<file path="src/rtl/conv_scheduler.sv">
// rtl/conv_scheduler.sv - address/control sequencer for a KxK sliding-window convolution
// Walks output pixels row-major and issues one MAC term per cycle with 1-cycle-delayed MAC strobes.
module conv_scheduler #(
  parameter int INW         = 24,
  parameter int R           = 9,
  parameter int C           = 8,
  parameter int MAXK        = 4,
  parameter int K_BITS      = $clog2(MAXK + 1),
  parameter int X_ADDR_BITS = $clog2(R * C),
  parameter int W_ADDR_BITS = $clog2(MAXK * MAXK)
) (
  input  logic                   clk,
  input  logic                   reset,
  input  logic                   inputs_loaded,
  input  logic [K_BITS-1:0]      K,
  input  logic                   out_ready,
  output logic [X_ADDR_BITS-1:0] X_read_addr,
  output logic [W_ADDR_BITS-1:0] W_read_addr,
  output logic                   mac_en,
  output logic                   mac_first,
  output logic                   mac_last,
  output logic                   compute_finished
);

  localparam int CNT = X_ADDR_BITS + 1;
  localparam logic [CNT-1:0] R_L = CNT'(R);
  localparam logic [CNT-1:0] C_L = CNT'(C);

  // INW only documents the attached memories; no datapath lives here.
  if (INW <= 0) begin : g_inw_unused
  end

  typedef enum logic [2:0] {
    S_IDLE,
    S_WAIT_SPACE,
    S_ISSUE,
    S_DRAIN,
    S_DONE
  } state_t;

  state_t                 state_q, state_d;
  logic [K_BITS-1:0]      k_q, k_d;
  logic [CNT-1:0]         i_q, i_d;
  logic [CNT-1:0]         j_q, j_d;
  logic [CNT-1:0]         row_base_q, row_base_d;
  logic [CNT-1:0]         x_row_q, x_row_d;
  logic [K_BITS-1:0]      m_q, m_d;
  logic [K_BITS-1:0]      n_q, n_d;
  logic [W_ADDR_BITS-1:0] w_q, w_d;
  logic                   en_q, first_q, last_q;

  logic           issue, term_first, term_last;
  logic           last_n, last_m, last_j, last_i;
  logic [CNT-1:0] k_ext;

  assign k_ext  = CNT'(k_q);
  assign last_n = (n_q == k_q - K_BITS'(1));
  assign last_m = (m_q == k_q - K_BITS'(1));
  assign last_j = (j_q + k_ext == C_L);
  assign last_i = (i_q + k_ext == R_L);

  always_comb begin
    state_d     = state_q;
    k_d         = k_q;
    i_d         = i_q;
    j_d         = j_q;
    row_base_d  = row_base_q;
    x_row_d     = x_row_q;
    m_d         = m_q;
    n_d         = n_q;
    w_d         = w_q;
    issue       = 1'b0;
    term_first  = 1'b0;
    term_last   = 1'b0;
    X_read_addr = '0;
    W_read_addr = '0;

    case (state_q)
      S_IDLE: begin
        if (inputs_loaded) begin
          k_d        = K;
          i_d        = '0;
          j_d        = '0;
          row_base_d = '0;
          x_row_d    = '0;
          m_d        = '0;
          n_d        = '0;
          w_d        = '0;
          state_d    = (K == '0) ? S_DRAIN : S_WAIT_SPACE;
        end
      end
      S_WAIT_SPACE: begin
        if (out_ready) state_d = S_ISSUE;
      end
      S_ISSUE: begin
        issue       = 1'b1;
        term_first  = (m_q == '0) && (n_q == '0);
        term_last   = last_n && last_m;
        X_read_addr = X_ADDR_BITS'(x_row_q + CNT'(n_q));
        W_read_addr = w_q;
        if (!last_n) begin
          n_d = n_q + K_BITS'(1);
          w_d = w_q + W_ADDR_BITS'(1);
        end else if (!last_m) begin
          // Next kernel row: X jumps by one matrix row, W keeps counting.
          n_d     = '0;
          m_d     = m_q + K_BITS'(1);
          x_row_d = x_row_q + C_L;
          w_d     = w_q + W_ADDR_BITS'(1);
        end else begin
          n_d = '0;
          m_d = '0;
          w_d = '0;
          if (last_j) begin
            j_d        = '0;
            i_d        = i_q + CNT'(1);
            row_base_d = row_base_q + C_L;
            x_row_d    = row_base_q + C_L;
          end else begin
            j_d     = j_q + CNT'(1);
            x_row_d = row_base_q + j_q + CNT'(1);
          end
          if (last_j && last_i) state_d = S_DRAIN;
          else if (out_ready)   state_d = S_ISSUE;
          else                  state_d = S_WAIT_SPACE;
        end
      end
      S_DRAIN: state_d = S_DONE;
      S_DONE:  state_d = S_IDLE;
      default: state_d = S_IDLE;
    endcase
  end

  always_ff @(posedge clk) begin
    if (!reset) begin
      state_q    <= S_IDLE;
      k_q        <= '0;
      i_q        <= '0;
      j_q        <= '0;
      row_base_q <= '0;
      x_row_q    <= '0;
      m_q        <= '0;
      n_q        <= '0;
      w_q        <= '0;
      en_q       <= 1'b0;
      first_q    <= 1'b0;
      last_q     <= 1'b0;
    end else begin
      state_q    <= state_d;
      k_q        <= k_d;
      i_q        <= i_d;
      j_q        <= j_d;
      row_base_q <= row_base_d;
      x_row_q    <= x_row_d;
      m_q        <= m_d;
      n_q        <= n_d;
      w_q        <= w_d;
      en_q       <= issue;
      first_q    <= term_first;
      last_q     <= term_last;
    end
  end

  // Strobes trail the address by one cycle to line up with memory read data.
  assign mac_en           = en_q;
  assign mac_first        = first_q;
  assign mac_last         = last_q;
  assign compute_finished = (state_q == S_DONE);

endmodule

</file>
<file path="config.mk">
export PLATFORM = sky130hd
export DESIGN_NAME = conv_scheduler
export DESIGN_NICKNAME = d
export VERILOG_FILES = /design/src/rtl/conv_scheduler.sv
export SDC_FILE = /design/constraint.sdc
export NUM_CORES = 1
export LEC_CHECK = 0
export CORE_MARGIN = 5
export CORE_UTILIZATION = 55
export CTS_BUF_LIST = sky130_fd_sc_hd__clkbuf_2
export DETAILED_ROUTE_END_ITERATION = 7
export GPL_TIMING_DRIVEN = 0
export PLACE_DENSITY_LB_ADDON = 0.12
export SETUP_SLACK_MARGIN = 0.1
export SYNTH_ARGS = -nofsm -noshare
export SYNTH_HDL_FRONTEND = slang
export SYNTH_SLANG_ARGS = --single-unit
</file>
<file path="constraint.sdc">
create_clock -name clk -period 4.4 [get_ports clk]
set_input_delay 1.1 -clock clk [delete_from_list [all_inputs] [get_ports clk]]
set_output_delay 1.1 -clock clk [all_outputs]
set_load 0.005 [all_outputs]
</file>
; ---- Yosys cells after proc, flatten, opt, wreduce, memory -nomap -nowiden
; Cells that the tools add are included.
[op_classes]
addsub = 13
n_reduce_logical = 15
eq_ne = 13
mux = 38
[ops]
columns = cell, count
row1 = 8-bit two-way mux, 13
row2 = 8-bit one-hot mux with 2 select lines, 4
row3 = 8-bit by 1-bit adder with 8-bit output (second input constant), 3
row4 = 3-bit two-way mux, 8
row5 = 8-bit by 3-bit adder with 8-bit output, 2
row6 = 8-bit by 4-bit adder with 8-bit output (second input constant), 2
row7 = 8-bit by 4-bit equality test with 1-bit output (second input constant), 2
row8 = 4-bit two-way mux, 4
row9 = 3-bit zero test, 4
row10 = 3-bit one-hot mux with 2 select lines, 2
row11 = 3-bit one-hot mux with 4 select lines, 1
row12 = 2-bit inequality test (second input constant), 5
row13 = 8-bit adder, 1
row14 = 4-bit one-hot mux with 2 select lines, 1
row15 = 4-bit AND reduction, 2
row16 = 7-bit by 3-bit adder with 7-bit output, 1
row17 = 7-bit two-way mux, 1
row18 = 3-bit by 1-bit adder with 3-bit output (second input constant), 2
row19 = 3-bit by 2-bit equality test with 1-bit output (second input constant), 2
row20 = 3-bit equality test, 2
row21 = 2-bit two-way mux, 3
row22 = 2-bit AND reduction, 3
row23 = 5-bit AND reduction, 1
row24 = 4-bit by 1-bit adder with 4-bit output (second input constant), 1
row25 = 7 further kinds, 9
[totals]
reg_bits = 51

; ---- Longest topological paths before layout
[depth]
ltp_word = 7
ltp_mapped = 9
ltp_nobuf = 7

; ---- Worst setup path before layout
; OpenSTA, ideal clock, no wires.
[synth_path]
path_type = register to output
from = register n_q[0]
to = output port X_read_addr[6]
path_stages_with_launch = 7
setup_slack_ns = 1.849
required_ns = 3.300
arrival_ns = 1.451
cell_sequence = dfxtp_1 -> ha_1 -> fa_1 -> a21o_1 -> nor2b_1 -> xnor2_1 -> nor2_1
[synth_via]
elab_chain_cells = 2
[synth_rtl]
columns = element, line
row1 = "start, declared", 48  ; logic [K_BITS-1:0] n_q, n_d;
row2 = "start signal, assigned", 156  ; n_q <= n_d;
row3 = 7-bit by 3-bit adder with 7-bit output, 99  ; X_read_addr = X_ADDR_BITS'(x_row_q + CNT'(n_q));
row4 = 7-bit two-way mux, 78  ; case (state_q)
row5 = "end, declared", 17  ; output logic [X_ADDR_BITS-1:0] X_read_addr,
; Every way passes these cells.

; ---- Worst setup path after layout
[layout_path]
from = register state_q[2]
to = output port X_read_addr[2]
[layout_via]
elab_chain_cells = 2
[layout_rtl]
columns = element, line
row1 = "start, declared", 41  ; state_t state_q, state_d;
row2 = "start signal, assigned", 149  ; state_q <= state_d;
row3 = 3-bit by 2-bit equality test with 1-bit output, 78
row4 = 7-bit two-way mux, 78
; Every way passes these cells.

==> impl_metrics.toml <==
[outcome]
status = "finished, final reports clean"

[critical_path]
crit_family = "buffers and inverters"
crit_chain = "or3b_1 > clkbuf_1 > clkbuf_1 > nor2_1 > clkdlybuf4s50_1"
cpMaxStageDelayCell = "dfxtp_1"
setup.worst_path.end_class = "output port"
crit_path_frequent_cell = "clkbuf_1"
slowest_delay_ps = 540
crit_arrival_ps = 2720
path_buf_inv = 3
crit_path_max_fanout = 10
crit_type = "reg -> out"
critPathRequiredTime_ps = 3300
critPathLaunchType = "flip-flop"

[sta]
holdWs_ps = 482
finalCritPeriodShare_pct = 86.7
fin_crit_ps = 3820
final-setup-viol-count = 0
grt_setup_unrepaired = "false"
skew_ps = 24.9
finalHoldViolations = 0
fmax_mhz = 262
slew_headroom_pct = 45.0
finalMaxSlewViolations = 0
worst_pin_slew_ps = 814
tns_ps = 0

[grt]
antenna_found_initial = 0
overflow = 0
grt_pass1_wl_mm = 12.9
grt_pass1_vias = 2681
grt.total_usage_pct = 22.0
grt_max_degree = 15

[pwr]
leakagePower_uw = 0.00132
ir_worst_vdd_v = 0.000155
power_density_mw_per_mm2 = 295

[die]
io_pins = 22
die_width_um = 85.7
design.core.area_sq_mm = 0.00554
rows = 27
initial_core_util_pct = 56.8
die-area_sq_mm = 0.00734
fp.dieH_um = 85.7

[place]
port_buffers = 20
dp_cells = 465
hpwl_mm = 5.86
gp_congestion = 0.883

[synth]
synth-edff-count = 0
ys.warnings.count = 0
yosys_register_bits = 46
muxShareOfSynthArea_pct = 2.62
synthAdderAreaFrac_pct = 11.4
syn_avg_cell_area_sq_um = 8.44
synth_top_family_by_area = "simple AND/OR/NAND/NOR gates"
synth_area_sq_mm = 0.00315
ys_async_sr_fraction_pct = 0
synth-xor-area-share_pct = 7.59
seq_area_frac_synth_pct = 29.2
synth-compound-area-share_pct = 20.1
ys_types = 61
synth-simple-area-share_pct = 25.4
postSynthCellCount = 373
synth_fp_nets = 407
ys.flop_type = "dfxtp_1"

[finish]
drive_above_1_share_pct = 5.49
syn_to_final_growth_pct = 11.4
fill_cells = 507
fin_nets = 434
diodes = 0
final_cells = 473

[clocking]
cts_sinks = 46
cts_root_buf = "clkbuf_2"
postCtsSetupBuffers = 0
cts_made_buffers = 5
cts_tree = "yes"
clk_latency_ps = 440
post_cts_resize_count = 0
hold_buffers = 0
htreeDepth = 2
clkTransAtPathRegs_ps = 260
cts.path.max_buffers = 2

[drt]
firstDrtPassIters = 5
drtIter0Drc = 245
vias = 2925
wl_mm = 7.86
post_drt_wl_per_cell_um = 16.6
ant_nets = 0
drc = 0
via_per_inst = 6.18

[worst_hold_path]
hold_class = "reg -> reg"

[run]
drv.max_cap_violation_count = 0
report_power, final:
part           internal (uW)  total (uW)  switching, uW
combinational            115         311            196
clock                   98.1         243            145
sequential               441         482           40.3
worst min-delay path: stages (launching register included):
cell,delay (ps)
dfxtp_1,370
nand2_1,50
a21oi_1,50
state kept, by name, summed over array words and instances, names as in the netlist, 3 cells and up:
name        count
w_q             4
j_q             8
x_row_q         7
n_q             3
row_base_q      4
state_q         3
i_q             8
m_q             3
k_q             3
final cells by class:
class / count / area [sq um] / share of cell area (%)
Multi-Input combinational cell: 299 / 2120 / 60.4
Sequential cell: 46 / 921 / 26.3
Timing Repair Buffer: 20 / 200 / 5.71
Tap cell: 72 / 90.1 / 2.57
Buffer: 18 / 73.8 / 2.10
Clock inverter: 2 / 37.5 / 1.07
Inverter: 10 / 37.5 / 1.07
Clock buffer: 6 / 30.0 / 0.856
cell families (layout without fill, tap and decap cells):
logic type / count (synthesis) / after routing
xor gates and xnor gates: 24 / 24
AOI/OAI and AO/OA: 94 / 94
muxes: 8 / 8
adders and majority gates: 27 / 27
buffers and inverters: 28 / 56
DFF: 46 / 46
and+or+nand+nor: 146 / 146
layer usage:
layer	routed length (um)	vias up	track usage (%)
li1	-	1446	-
met1	3570	1356	29.9
met2	3640	108	35.9
met3	537	15	3.07
met4	110	0	6.91
met5	0	-	0
path summary, 6_finish.rpt:
kind                            startpoint        endpoint  slack [ps]  cells past startpoint
worst max register to register      k_q[0]          i_q[1]        1440                      8
worst max-delay path            state_q[2]  X_read_addr[2]         580                      5
worst min-delay path            x_row_q[2]      x_row_q[2]         480                      2
worst min register to register  x_row_q[2]      x_row_q[2]         480                      2
cells in the final DEF (no fill, tap or decap), types with 4 or more instances in the layout:
| cell | instances |
|---|---|
| o21ai_1 | 8 |
| dfxtp_1 | 46 |
| mux2i_1 | 6 |
| nand3_1 | 12 |
| nand2b_1 | 4 |
| nand2_1 | 33 |
| or3_1 | 6 |
| o31ai_1 | 6 |
| nand4_1 | 7 |
| nor2_1 | 27 |
| and2_1 | 6 |
| ha_1 | 24 |
| clkbuf_1 | 13 |
| clkdlybuf4s50_1 | 20 |
| a21o_1 | 5 |
| buf_2 | 5 |
| o211ai_1 | 6 |
| a21oi_1 | 31 |
| nor3b_1 | 5 |
| clkbuf_2 | 6 |
| nand4b_1 | 4 |
| a211oi_1 | 4 |
| or4_1 | 7 |
| inv_1 | 9 |
| xor2_1 | 8 |
| a31oi_1 | 9 |
| o21ai_0 | 5 |
| nor3_1 | 15 |
| xnor2_1 | 14 |
Yosys cell counts (5+ instances only):
| library cell | count | share of area [%] |
|---|---|---|
| dfxtp_1 | 46 | 29 |
| nand2_1 | 33 | 3.9 |
| a21oi_1 | 31 | 4.9 |
| nor2_1 | 27 | 3.2 |
| ha_1 | 24 | 9.5 |
| nor3_1 | 15 | 2.4 |
| xnor2_1 | 14 | 3.9 |
| clkbuf_1 | 13 | 1.5 |
| nand3_1 | 12 | 1.9 |
| a31oi_1 | 9 | 1.8 |
| inv_1 | 9 | 1.1 |
| o21ai_1 | 8 | 1.3 |
| xor2_1 | 8 | 2.2 |
| nand4_1 | 7 | 1.4 |
| or4_1 | 7 | 1.7 |
| and2_1 | 6 | 1.2 |
| mux2i_1 | 6 | 1.9 |
| o211ai_1 | 6 | 1.4 |
| o31ai_1 | 6 | 1.4 |
| or3_1 | 6 | 1.2 |
| a21o_1 | 5 | 1.2 |
| buf_2 | 5 | 0.79 |
| nor3b_1 | 5 | 1.2 |
| o21ai_0 | 5 | 0.79 |
metrics by stage:
step | utilization [%] | cell area [sq um] | total power [uW] | worst slack [ps]
final | 63.3 | 3510 | 1040 | 583
after global routing | 63.3 | 3510 | 1100 | 367
after CTS | 63.3 | 3510 | 1040 | 564
after detailed placement | 62.1 | 3440 | 796 | 1110
after global placement | 62.1 | 3440 | 790 | 1130
after floorplan | - | 3150 | 699 | 1850
Power figures use the tool's default switching activity.
